`config.mk`:
```
export PLATFORM = sky130hd
export DESIGN_NAME = dmem_arbiter
export DESIGN_NICKNAME = d
export VERILOG_FILES = /design/src/rtl/dmem_pkg.sv /design/src/rtl/dmem_lane_fmt.sv /design/src/rtl/dmem_arbiter.sv
export SDC_FILE = /design/constraint.sdc
export NUM_CORES = 1
export LEC_CHECK = 0
export BUFFER_PORTS_ARGS = -buffer_cell sky130_fd_sc_hd__buf_2
export CAP_MARGIN = 30
export CORE_MARGIN = 2
export CORE_UTILIZATION = 47
export CTS_BUF_LIST = sky130_fd_sc_hd__clkbuf_8 sky130_fd_sc_hd__clkbuf_16
export CTS_CLUSTER_SIZE = 8
export DETAILED_ROUTE_END_ITERATION = 10
export PLACE_DENSITY = 0.95
export RECOVER_POWER = 25
export SYNTH_ARGS = -nofsm -noshare
export SYNTH_HDL_FRONTEND = slang
export SYNTH_SLANG_ARGS = --single-unit
```
`constraint.sdc`:
```
create_clock -name clk -period 5.2 [get_ports clk]
set_input_delay 0.78 -clock clk [delete_from_list [all_inputs] [get_ports clk]]
set_output_delay 0.78 -clock clk [all_outputs]
set_load 0.02 [all_outputs]
```
`src/rtl/dmem_pkg.sv`:
```
// Shared types and constants for the data-memory arbiter: FSM states,
// RISC-V load/store size codes, requester id, and the access legality rule.
package dmem_pkg;

  typedef enum logic [1:0] {
    IDLE,
    ACCESS,
    RESP
  } state_t;

  localparam logic [2:0] F3_B  = 3'b000;
  localparam logic [2:0] F3_H  = 3'b001;
  localparam logic [2:0] F3_W  = 3'b010;
  localparam logic [2:0] F3_BU = 3'b100;
  localparam logic [2:0] F3_HU = 3'b101;

  // 0 = core LSU, 1 = loader/DMA
  typedef logic req_id_t;

  // True when the size code exists for this direction and the address is
  // naturally aligned for that size.
  function automatic logic access_ok(input logic       is_store,
                                     input logic [2:0] f3,
                                     input logic [1:0] byte_off);
    case (f3)
      F3_B:    return 1'b1;
      F3_H:    return !byte_off[0];
      F3_W:    return byte_off == 2'b00;
      F3_BU:   return !is_store;
      F3_HU:   return !is_store && !byte_off[0];
      default: return 1'b0;
    endcase
  endfunction

endpackage

```
`src/rtl/dmem_lane_fmt.sv`:
```
// Byte-lane steering for stores and alignment/extension for loads;
// purely combinational, driven by the latched request.
module dmem_lane_fmt
  import dmem_pkg::*;
#(
  parameter int DATA_W = 32
) (
  input  logic [2:0]        funct3,
  input  logic [1:0]        byte_off,
  input  logic [DATA_W-1:0] st_data,
  input  logic [DATA_W-1:0] ld_word,
  output logic [3:0]        st_strb,
  output logic [DATA_W-1:0] st_word,
  output logic [DATA_W-1:0] ld_data
);

  logic [DATA_W-1:0] shifted;

  // NOTE: every output gets a default before the case so no path leaves a
  // value unassigned; a missing default here would infer a latch.
  always_comb begin
    st_strb = 4'b1111;
    st_word = st_data;
    case (funct3[1:0])
      2'b00: begin
        st_strb = 4'b0001 << byte_off;
        st_word = {4{st_data[7:0]}};
      end
      2'b01: begin
        st_strb = 4'b0011 << {byte_off[1], 1'b0};
        st_word = {2{st_data[15:0]}};
      end
      default: ;
    endcase
  end

  assign shifted = ld_word >> {byte_off, 3'b000};

  always_comb begin
    ld_data = ld_word;
    case (funct3)
      F3_B:  ld_data = {{(DATA_W-8){shifted[7]}}, shifted[7:0]};
      F3_H:  ld_data = {{(DATA_W-16){shifted[15]}}, shifted[15:0]};
      F3_BU: ld_data = {{(DATA_W-8){1'b0}}, shifted[7:0]};
      F3_HU: ld_data = {{(DATA_W-16){1'b0}}, shifted[15:0]};
      default: ;
    endcase
  end

endmodule

```
`src/rtl/dmem_arbiter.sv`:
```
// Two-port round-robin arbiter in front of a single-port data memory.
// One access per IDLE -> ACCESS -> RESP pass; illegal requests skip ACCESS.
module dmem_arbiter
  import dmem_pkg::*;
#(
  parameter int DM_ADDRESS = 9,
  parameter int DATA_W     = 32
) (
  input  logic                       clk,
  input  logic                       reset,
  input  logic [1:0]                 req,
  input  logic [1:0]                 we,
  input  logic [1:0][DM_ADDRESS-1:0] addr,
  input  logic [1:0][DATA_W-1:0]     wdata,
  input  logic [1:0][2:0]            funct3,
  output logic [1:0]                 gnt,
  output logic [1:0]                 rsp_valid,
  output logic                       rsp_err,
  output logic [DATA_W-1:0]          rsp_rdata,
  output logic [31:0]                mem_addr,
  output logic [DATA_W-1:0]          mem_wdata,
  output logic [3:0]                 mem_wr,
  output logic                       mem_rd,
  input  logic [DATA_W-1:0]          mem_rdata
);

  state_t                  state, state_next;
  req_id_t                 last_grant, win_id, id_q;
  logic                    win_ok, we_q, err_q;
  logic [DM_ADDRESS-1:0]   addr_q;
  logic [DATA_W-1:0]       wdata_q, st_word, ld_data;
  logic [2:0]              f3_q;
  logic [3:0]              st_strb;

  // On a tie, the port that did not win last time goes first.
  assign win_id = req[1] && (!req[0] || last_grant == 1'b0);
  assign win_ok = access_ok(we[win_id], funct3[win_id], addr[win_id][1:0]);

  // NOTE: state and the latched request use non-blocking assignments so every
  // register samples pre-edge values regardless of statement order.
  always_ff @(posedge clk) begin
    if (reset) begin
      state      <= IDLE;
      last_grant <= 1'b1;
      id_q       <= 1'b0;
      we_q       <= 1'b0;
      err_q      <= 1'b0;
      addr_q     <= '0;
      wdata_q    <= '0;
      f3_q       <= '0;
    end else begin
      state <= state_next;
      if (state == IDLE && |req) begin
        last_grant <= win_id;
        id_q       <= win_id;
        we_q       <= we[win_id];
        err_q      <= !win_ok;
        addr_q     <= addr[win_id];
        wdata_q    <= wdata[win_id];
        f3_q       <= funct3[win_id];
      end
    end
  end

  dmem_lane_fmt #(.DATA_W(DATA_W)) u_lane_fmt (
    .funct3   (f3_q),
    .byte_off (addr_q[1:0]),
    .st_data  (wdata_q),
    .ld_word  (mem_rdata),
    .st_strb  (st_strb),
    .st_word  (st_word),
    .ld_data  (ld_data)
  );

  assign mem_addr  = {{(32-DM_ADDRESS){1'b0}}, addr_q[DM_ADDRESS-1:2], 2'b00};
  assign mem_wdata = st_word;

  always_comb begin
    state_next = state;
    gnt        = '0;
    mem_wr     = '0;
    mem_rd     = 1'b0;
    rsp_valid  = '0;
    rsp_err    = 1'b0;
    rsp_rdata  = '0;
    case (state)
      IDLE: begin
        if (|req) begin
          gnt[win_id] = 1'b1;
          state_next  = win_ok ? ACCESS : RESP;
        end
      end
      ACCESS: begin
        if (we_q) mem_wr = st_strb;
        else      mem_rd = 1'b1;
        state_next = RESP;
      end
      RESP: begin
        rsp_valid[id_q] = 1'b1;
        rsp_err         = err_q;
        if (!err_q && !we_q) rsp_rdata = ld_data;
        state_next = IDLE;
      end
      default: state_next = IDLE;
    endcase
    // A reset cycle aborts whatever is in flight: no strobes, no response.
    if (reset) begin
      state_next = IDLE;
      gnt        = '0;
      mem_wr     = '0;
      mem_rd     = 1'b0;
      rsp_valid  = '0;
      rsp_err    = 1'b0;
      rsp_rdata  = '0;
    end
  end

endmodule
```
==> flow_summary_export.csv, run 1 <==
group,metric,value,unit
power,cellPowerDensity,286,mW/mm²
synthesis,ys_async_sr_fraction,0,%
clock_network,cts.repair.resized,0,
floorplan,ios,232,
cells_and_area,drive_gt1_share,35.7,%
timing,hold_violations,0,
clock_network,cts_setup_buffers,0,
timing,relSlewSlack,-66.7,%
global_routing,antenna_found_initial,1,
run,cap_violations,1,
timing,rsz0062_at_grt,"no",
synthesis,synth_seq_cells,50,
global_routing,grt_pass1_wl,17700,µm
floorplan,initial_core_util,48.3,%
place,dpl.hpwl,8930,µm
routing,drc,0,
timing,setup_viol,0,
global_routing,grtUsageTotal,25.3,%
place,dp_slack,1.29,ns
power,power.share.clock,20.0,%
cells_and_area,final_nets,747,
worst_setup_path,crit_top_cell,"buf_2",
routing,drt-total-wl,11400,µm
min_path,min_path_type,"reg2reg",
synthesis,synth_ff_type,"dfxtp_1",
global_routing,grt_remaining_overflow,0,
timing,skew,0.00656,ns
clock_network,clock_sinks,50,
run_status,violations,"max-capacitance violations, max-slew violations",
worst_setup_path,crit_type,"in2out",
place,io_buffers,206,
timing,clock.fmax,256,MHz
synthesis,synth-seq-area-share,27.0,%
timing,drv_slew,28,
global_routing,grt_pass1_vias,3773,
synthesis,yosys_warnings,0,
worst_setup_path,cp_data_required_time,4.42,ns
clock_network,cts_buffers,5,
power,p_sw_share,39.8,%
synthesis,yosysTopAreaCell,"dfxtp_1",
worst_setup_path,cpMaxStageDelayCell,"nor2_1",
clock_network,path_clk_slew,0.09,ns
power,static-leakage-power,2.36,nW
synthesis,avgSynthCellArea,8.14,µm²
power,seq_power_share,37.7,%
place,gp_congestion,0.919,
clock_network,cts_tree,"yes",
routing,drt_iter0_markers,148,
clock_network,cts-root-buf,"clkbuf_8",
clock_network,htree_levels,2,
power,p_int,0.000793,W
worst_setup_path,cp_max_fo,54,
floorplan,core_region_area,0.00769,mm²
worst_setup_path,setup.worst_path.end_class,"primary output",
floorplan,die_width,92.9,µm
worst_setup_path,cp_slowest_stage_delay,0.78,ns
routing,ant_nets,0,
power,combPwrFrac,42.2,%
power,ir_drop,0.215,mV
synthesis,ys_types,40,
routing,wl_per_cell,15.7,µm
synthesis,ys_top_cells_by_count,"62 x nor2_1, 61 x mux2i_1, 50 x dfxtp_1",
global_routing,grt_max_degree,65,
floorplan,die_h,92.9,µm
synthesis,syn_inst,456,
worst_setup_path,cp_num_buf_inv,2,
power,power.switching,0.000525,W
timing,tightest_slew,2.48,ns
run_status,status,"finished, violations left",
clock_network,holdBufCountCts,0,
synthesis,synth_top_area_share,27.0,%
worst_setup_path,cp_top_family,"simple AND/OR/NAND/NOR gates",
timing,tns,0,ns
timing,fin_ws,1.29,ns
floorplan,num_rows,32,
synthesis,synth_area,0.00371,mm²
synthesis,synth_edf_count,0,
routing,first_pass_iters,5,
floorplan,die_area,0.00862,mm²
routing,dr_total_vias,3954,
clock_network,clk_latency,0.29,ns
timing,period_share,75.2,%
worst_setup_path,worstPathArrival,3.13,ns
synthesis,synth.top_cells.by_area,"dfxtp_1 27%, mux2i_1 16%, a211oi_1 8.9%, buf_4 8.3%, nor2_1 6.3%",
cells_and_area,syn_to_final_growth,24.3,%
synthesis,synthMostInstantiatedCell,"nor2_1",
routing,viasPerCell,5.45,
worst_setup_path,cp_cell_sequence,"buf_2, nor3b_2, nand2_2, nor2_1, a21o_1, buf_2",
timing,period_minus_slack,3.91,ns
clock_network,cts_max_path_buffers,2,
worst_setup_path,start_kind,"input port",
==> layout make-up <==
class / instances / area (µm²)
clock buffer: 5 / 68.8
multi-input combinational: 344 / 2300
timing repair buffer: 210 / 1040
clock inverter: 3 / 37.5
fill: 700 / 3080
inverter: 10 / 37.5
sequential: 50 / 1000
antenna: 1 / 2.50
tap: 102 / 128
==> final timing paths <==
kind,startpoint,endpoint,slack (ns),cells past startpoint
hold / removal,id_q$_SDFFE_PP0P_,id_q$_SDFFE_PP0P_,0.48,2
setup reg to reg,state[0]$_SDFFE_PP0P_,wdata_q[30]$_SDFFE_PP0P_,1.68,4
hold reg to reg,id_q$_SDFFE_PP0P_,id_q$_SDFFE_PP0P_,0.48,2
setup / recovery,reset,rsp_rdata[31],1.29,6
==> state kept, by name, indices dropped and copies added (netlist names) <==
signal	cells
addr_q	9
err_q	1
last_grant	1
wdata_q	32
state	2
id_q	1
we_q	1
f3_q	3
==> metrics by stage <==
| stage | cell area (µm²) | instances | hold slack [ns] | utilization (%) | power (W) |
|---|---|---|---|---|---|
| 2_1_floorplan | 3800 | 480 | 0.445 | - | 0.000919 |
| 3_3_place_gp | 4530 | 716 | 0.468 | 59.0 | 0.00104 |
| 3_5_place_dp | 4530 | 716 | 0.475 | 59.0 | 0.00106 |
| 4_1_cts | 4640 | 724 | 0.488 | 60.4 | 0.00133 |
| 5_1_grt | 4610 | 725 | 0.533 | 60.0 | 0.00140 |
| 6_report | 4610 | 725 | 0.485 | 60.0 | 0.00132 |
==> cell usage in the layout (no fill, tap or decap), types with 5 or more instances in the layout <==
cell,netlist,layout
inv_1,9,11
nand2_1,30,30
a21o_1,16,16
a211oi_1,44,44
buf_2,9,190
clkbuf_1,23,16
and2_1,9,9
mux2i_1,61,61
dfxtp_1,50,50
o2bb2ai_1,7,7
o21ai_0,17,17
nor2_1,62,62
a221oi_1,10,10
conb_1,1,25
a21oi_1,15,15
clkbuf_8,0,5
mux2_2,16,16
==> kinds of logic after synthesis <==
logic type	synth area share, %
AOI/OAI and AO/OA	22.4
xor gates and xnor gates	0.236
buffers and inverters	13.8
DFF	27.0
muxes	21.3
other	0.101
and+or+nand+nor	15.3
==> worst reg2reg max path, delay by kind of cell (launching register included) <==
| family | cells | cell delay [ns] |
|---|---|---|
| flops | 1 | 0.37 |
| simple gates | 2 | 2.05 |
| compound gates | 1 | 0.25 |
| buf+inv | 1 | 0.74 |
==> power groups by stage <==
stage	clock [W]	combinational, W	sequential [W]
6_report	0.000264	0.000557	0.000497
5_1_grt	0.000284	0.000607	0.000506
4_1_cts	0.000269	0.000560	0.000497
3_5_place_dp	0	0.000559	0.000506
3_3_place_gp	0	0.000543	0.000501
2_1_floorplan	0	0.000444	0.000475
==> metal layers <==
metal / global-route usage [%] / wire length, µm / up-vias
li1: - / - / 1904
met1: 28.1 / 4340 / 1823
met2: 48.1 / 5940 / 202
met3: 4.23 / 838 / 25
met4: 8.95 / 282 / 0
met5: 0 / 0 / -
Note: power is estimated with default switching activity, not from simulation.
==> inputs of run 2 (changes only) <==
--- a/config.mk
+++ b/config.mk
@@ -8,11 +8,11 @@
 export BUFFER_PORTS_ARGS = -buffer_cell sky130_fd_sc_hd__buf_2
 export CAP_MARGIN = 30
 export CORE_MARGIN = 2
-export CORE_UTILIZATION = 47
+export CORE_UTILIZATION = 40
 export CTS_BUF_LIST = sky130_fd_sc_hd__clkbuf_8 sky130_fd_sc_hd__clkbuf_16
 export CTS_CLUSTER_SIZE = 8
 export DETAILED_ROUTE_END_ITERATION = 10
-export PLACE_DENSITY = 0.95
+export PLACE_DENSITY = 0.91
 export RECOVER_POWER = 25
 export SYNTH_ARGS = -nofsm -noshare
 export SYNTH_HDL_FRONTEND = slang
==> constraint.sdc (replaced) <==
create_clock -name clk -period 3.5 [get_ports clk]
set_input_delay 0.525 -clock clk [delete_from_list [all_inputs] [get_ports clk]]
set_output_delay 0.525 -clock clk [all_outputs]
set_load 0.02 [all_outputs]
==> run 2 against run 1 <==
Effect of this change: the flow still finishes with violations (max-capacitance violations, max-slew violations); count of clock-buffer cells in the layout is 2 higher; critical path depth is 1 lower; cell area rose by 1.2%; setup slack worse by 0.56 ns; die area is 17% higher; largest power group unchanged.
==> flow_summary_export.csv, run 2 (synthesis gave the netlist of run 1 again) <==
group,metric,value,unit
run_status,status,"finished, violations left",
run_status,violations,"max-capacitance violations, max-slew violations",
routing,first_pass_iters,4,
clock_network,clk_latency,0.30,ns
routing,ant_nets,0,
worst_setup_path,ff2ff_setup_slack,1.09,ns
floorplan,ios,232,
power,p_sw_share,40.4,%
cells_and_area,syn_to_final_growth,25.8,%
timing,clock.fmax,360,MHz
worst_setup_path,crit_end,"rsp_rdata[12]",
cells_and_area,drive_gt1_share,36.8,%
run,cap_violations,2,
worst_setup_path,crit_start,"addr_q[1]$_SDFFE_PP0P_",
clock_network,cts_buffers,5,
timing,holdWs,0.478,ns
timing,tightest_slew,1.77,ns
min_path,min_path_type,"reg2reg",
clock_network,cts_tree,"yes",
global_routing,antenna_found_initial,0,
clock_network,path_clk_slew,0.10,ns
power,p_int,0.00116,W
cells_and_area,layout_common_cells,"193 x buf_2, 62 x nor2_1, 61 x mux2i_1",
worst_setup_path,r2r-start,"state[0]$_SDFFE_PP0P_",
floorplan,initial_core_util,40.7,%
global_routing,grtUsageTotal,20.5,%
clock_network,holdBufCountCts,0,
place,gp_congestion,0.931,
timing,hold_violations,0,
worst_setup_path,cp.depth,5,
cells_and_area,diodes,0,
clock_network,cts.repair.resized,0,
routing,viasPerCell,5.15,
timing,rsz0062_at_grt,"no",
min_path,min_path_cells,2,
clock_network,cts-root-buf,"clkbuf_8",
timing,period_share,79.3,%
cells_and_area,reg_top3,"wdata_q: 32 flops, addr_q: 9 flops, f3_q: 3 flops",
worst_setup_path,worstPathArrival,2.25,ns
cells_and_area,utilization,51.2,%
timing,setup_viol,0,
power,cellPowerDensity,418,mW/mm²
global_routing,grt_remaining_overflow,0,
timing,relSlewSlack,-18.0,%
timing,drv_slew,92,
clock_network,cts_max_path_buffers,2,
worst_setup_path,cp_data_required_time,2.97,ns
power,combPwrFrac,43.3,%
global_routing,grt_pass1_wl,16500,µm
worst_setup_path,cpMaxStageDelayCell,"a21oi_1",
worst_setup_path,cp_top_family,"compound AO/OA/AOI/OAI gates",
worst_setup_path,start_kind,"register",
worst_setup_path,cp_max_fo,8,
power,static-leakage-power,2.40,nW
floorplan,num_rows,35,
worst_setup_path,crit_top_cell,"mux2i_1",
cells_and_area,regMostFlops,"wdata_q",
worst_setup_path,reg2reg_depth,4,
floorplan,die_width,100,µm
power,power.switching,0.000789,W
worst_setup_path,crit_type,"reg2out",
power,seq_power_share,37.2,%
worst_setup_path,cp_num_buf_inv,1,
floorplan,die_area,0.0101,mm²
place,io_buffers,206,
cells_and_area,largest_register_ffs,32,
timing,tns,0,ns
clock_network,cts_setup_buffers,0,
worst_setup_path,cp_cell_sequence,"mux2i_1, mux2i_1, a21oi_1, a221oi_1, buf_2",
worst_setup_path,cp_slowest_stage_delay,0.56,ns
routing,wl_per_cell,14.6,µm
power,power.share.clock,19.4,%
cells_and_area,layout_commonest_cell,"buf_2",
power,p_total,0.00195,W
worst_setup_path,r2r_end,"wdata_q[6]$_SDFFE_PP0P_",
power,ir_drop,0.244,mV
routing,drt_iter0_markers,143,
clock_network,clock_sinks,50,
worst_setup_path,setup.worst_path.end_class,"primary output",
global_routing,grt_pass1_vias,3426,
global_routing,grt_max_degree,54,
routing,dr_total_vias,3823,
floorplan,die_h,100,µm
cells_and_area,final_nets,756,
place,dpl.hpwl,8700,µm
floorplan,core_region_area,0.00911,mm²
cells_and_area,fillers,910,
timing,skew,0.0124,ns
routing,drt-total-wl,10800,µm
clock_network,htree_levels,2,
routing,drc,0,
timing,period_minus_slack,2.78,ns
[run 2: cell types whose count changed in the layout (fill, tap and decap cells not counted), sizes merged]
cell,previous run,this run
buf,194,203
bufinv,1,0
clkbuf,21,23
clkinv,1,2
diode,1,0
inv,11,9
[run 2: how the worst min path moves through the flow]
stage | start | to | slack (ns)
floorplan | id_q$_SDFFE_PP0P_ | id_q$_SDFFE_PP0P_ | 0.45
global placement | id_q$_SDFFE_PP0P_ | id_q$_SDFFE_PP0P_ | 0.47
detailed placement | id_q$_SDFFE_PP0P_ | id_q$_SDFFE_PP0P_ | 0.46
CTS | id_q$_SDFFE_PP0P_ | id_q$_SDFFE_PP0P_ | 0.47
global route | wdata[45] | wdata_q[13]$_SDFFE_PP0P_ | 0.48
finish | id_q$_SDFFE_PP0P_ | id_q$_SDFFE_PP0P_ | 0.48
[run 2: layout make-up]
class	instances	area (µm²)	area share (%)
repair buffers	219	1100	23.6
multi-input cells	344	2280	48.9
clock buffers	7	96.3	2.06
flip-flops and latches	50	1000	21.4
inverters	10	37.5	0.804
clock inverters	1	8.76	0.188
well taps	111	139	2.98
[run 2: per-stage QoR]
step	setup slack, ns	instance area [µm²]	std cells
after CTS	0.721	4720	742
after global placement	1.07	4610	734
after floorplan	1.14	3800	480
final	0.724	4670	742
after detailed placement	1.01	4610	734
after global routing	0.511	4670	742
[run 2: layer usage]
layer | share of wire [%] | routed length [µm] | global-route usage, % | vias to the layer above
met5 | 0 | 0 | 0 | -
met4 | 1.6 | 178 | 5.27 | 0
met3 | 6.5 | 704 | 3.34 | 15
met2 | 50 | 5440 | 37.4 | 170
met1 | 42 | 4510 | 24.8 | 1706
li1 | - | - | - | 1932
[run 2: worst register-to-register path, delay by kind of cell, from the launching register on]
| kind | cells | cell delay (ns) |
|---|---|---|
| buffers and inverters | 1 | 1.30 |
| AND/OR/NAND/NOR | 2 | 0.39 |
| flip-flops | 1 | 0.37 |
| AO/OA/AOI/OAI | 1 | 0.28 |
[run 2: power by group through the flow]
stage               Sequential [W]  Clock (W)  Combinational, W
floorplan                 0.000706          0          0.000659
detailed placement        0.000741          0          0.000854
global placement          0.000737          0          0.000843
CTS                       0.000728   0.000394          0.000855
global route              0.000741   0.000419          0.000925
finish                    0.000726   0.000379          0.000846
==> inputs of run 3 (changes only) <==
==> constraint.sdc (replaced) <==
create_clock -name clk -period 2.3 [get_ports clk]
set_input_delay 0.345 -clock clk [delete_from_list [all_inputs] [get_ports clk]]
set_output_delay 0.345 -clock clk [all_outputs]
set_load 0.02 [all_outputs]
==> run 3 against run 2 <==
Effect of this change: worst hold slack worse by 0.17 ns; non-clock buffer count increased by 10; utilization up 1.6 points; critical path depth is 1 higher; combinational power grew 60%; setup slack got worse by 0.64 ns; the flow now finishes without violations; largest cell class unchanged; global-route usage grew 0.40 points; register-to-register slack lost 0.58 ns; largest power group unchanged; die area unchanged.
==> flow_summary_export.csv, run 3 (synthesis gave the netlist of run 1 again) <==
group,metric,value,unit
run_status,status,"finished clean",
global_routing,grt_pass1_wl,17000,µm
power,p_sw_share,41.4,%
cells_and_area,layout_common_cells,"191 x buf_2, 61 x nor2_1, 59 x mux2i_1",
worst_setup_path,crit_type,"reg2out",
clock_network,cts_max_path_buffers,2,
cells_and_area,reg_top3,"wdata_q: 32 flops, addr_q: 9 flops, f3_q: 3 flops",
power,ir_drop,0.318,mV
worst_setup_path,worstPathArrival,1.87,ns
timing,hold_violations,0,
floorplan,ios,232,
routing,wl_met1,4490,µm
place,io_buffers,206,
worst_setup_path,cp_top_family,"simple AND/OR/NAND/NOR gates",
routing,top_layer,"met4",
global_routing,grt_pass1_vias,3518,
worst_setup_path,cp_data_required_time,1.96,ns
cells_and_area,diodes,0,
power,power.share.clock,17.8,%
cells_and_area,fillers,868,
clock_network,cts_tree,"yes",
worst_setup_path,ff2ff_setup_slack,0.51,ns
floorplan,die_area,0.0101,mm²
routing,wl_met2,5790,µm
worst_setup_path,start_kind,"register",
cells_and_area,regMostFlops,"wdata_q",
floorplan,initial_core_util,40.7,%
worst_setup_path,cp_slowest_stage_delay,0.39,ns
routing,drc,0,
routing,drt_iter0_markers,117,
run,cap_violations,0,
timing,setup_viol,0,
floorplan,die_h,100,µm
global_routing,antenna_found_initial,0,
cells_and_area,syn_to_final_growth,29.8,%
worst_setup_path,cp_max_fo,10,
cells_and_area,final_nets,766,
floorplan,die_width,100,µm
worst_setup_path,setup.worst_path.end_class,"primary output",
clock_network,path_clk_slew,0.10,ns
clock_network,cts-root-buf,"clkbuf_8",
global_routing,grt_max_degree,54,
place,dpl.hpwl,8830,µm
routing,dr_wl_met3,687,µm
timing,period_share,96.4,%
place,placed_area,0.00471,mm²
floorplan,core_region_area,0.00911,mm²
floorplan,num_rows,35,
routing,first_pass_iters,4,
global_routing,grtUsageTotal,20.9,%
min_path,min_path_type,"in2reg",
cells_and_area,drive_gt1_share,39.3,%
power,power.switching,0.00124,W
clock_network,clk_latency,0.30,ns
cells_and_area,utilization,52.9,%
cells_and_area,largest_register_ffs,32,
clock_network,clock_sinks,50,
worst_setup_path,cp_cell_sequence,"or2_1, o221a_2, nor4_4, buf_4, a21o_1, buf_2",
timing,clock.fmax,451,MHz
power,seq_power_share,37.0,%
clock_network,htree_levels,2,
timing,fin_ws,0.0831,ns
timing,skew,0.00734,ns
clock_network,cts_buffers,5,
timing,tightest_slew,0.839,ns
timing,drv_slew,0,
cells_and_area,layout_commonest_cell,"buf_2",
routing,ant_nets,0,
routing,wl_per_cell,14.8,µm
timing,rsz0062_at_grt,"no",
power,static-leakage-power,2.46,nW
timing,relSlewSlack,44.1,%
worst_setup_path,cpMaxStageDelayCell,"dfxtp_4",
routing,drt-total-wl,11100,µm
power,p_int,0.00175,W
routing,dr_total_vias,3877,
timing,tns,0,ns
timing,period_minus_slack,2.22,ns
cells_and_area,stdcell_area,0.00482,mm²
routing,viasPerCell,5.16,
power,cellPowerDensity,622,mW/mm²
place,gp_congestion,1.05,
place,dp_slack,0.133,ns
worst_setup_path,cp_num_buf_inv,2,
global_routing,grt_remaining_overflow,0,
power,combPwrFrac,45.1,%
==> run 3: metrics by stage <==
stage	cells	total power [W]	hold WS (ns)
floorplan	480	0.00208	0.445
global placement	743	0.00244	0.458
detailed placement	743	0.00247	0.465
CTS	751	0.00302	0.298
global route	752	0.00320	0.318
finish	752	0.00299	0.307
==> run 3: final timing paths <==
kind / from / to / cells after the start
setup / recovery: addr_q[0]$_SDFFE_PP0P_ / rsp_rdata[26] / 6
setup reg to reg: state[0]$_SDFFE_PP0P_ / wdata_q[6]$_SDFFE_PP0P_ / 4
hold reg to reg: id_q$_SDFFE_PP0P_ / id_q$_SDFFE_PP0P_ / 2
hold / removal: wdata[45] / wdata_q[13]$_SDFFE_PP0P_ / 3
==> run 3: cell type report <==
cell class              count  area [µm²]  share of cell area (%)
multi-input cells         344        2340                    48.5
repair buffers            229        1200                    24.9
flip-flops and latches     50        1010                    20.9
well taps                 111         139                    2.88
clock buffers               5        68.8                    1.43
inverters                  10        37.5                   0.779
clock inverters             3        25.0                   0.520
==> run 3: per-layer routing <==
metal  global-route usage (%)  vias to the layer above
li1                         -                     1953
met3                     3.27                       10
met1                     24.4                     1748
met5                        0                        -
met2                     39.3                      166
met4                     5.58                        0
==> run 3: tightest hold or removal path: stages <==
cell and delay [ns]:
buf_2 0.10, nand3_1 0.05, a31oi_1 0.06
==> run 3: what timing repair did <==
| item | in CTS | in global routing |
|---|---|---|
| setup endpoints to repair | 32 | 14 |
| gates resized for setup | 10 | 6 |
| cloned | 0 | 0 |
| hold endpoints to repair | 0 | 0 |
| pin swaps | 1 | 1 |
| setup buffers | 0 | 1 |
| hold buffers | 0 | 0 |
==> run 3: power groups by stage <==
| stage | combinational [W] | sequential, W | clock, W |
|---|---|---|---|
| 2_1_floorplan | 0.00100 | 0.00107 | 0 |
| 3_3_place_gp | 0.00132 | 0.00112 | 0 |
| 3_5_place_dp | 0.00134 | 0.00113 | 0 |
| 4_1_cts | 0.00136 | 0.00111 | 0.000556 |
| 5_1_grt | 0.00148 | 0.00113 | 0.000589 |
| 6_report | 0.00135 | 0.00111 | 0.000534 |
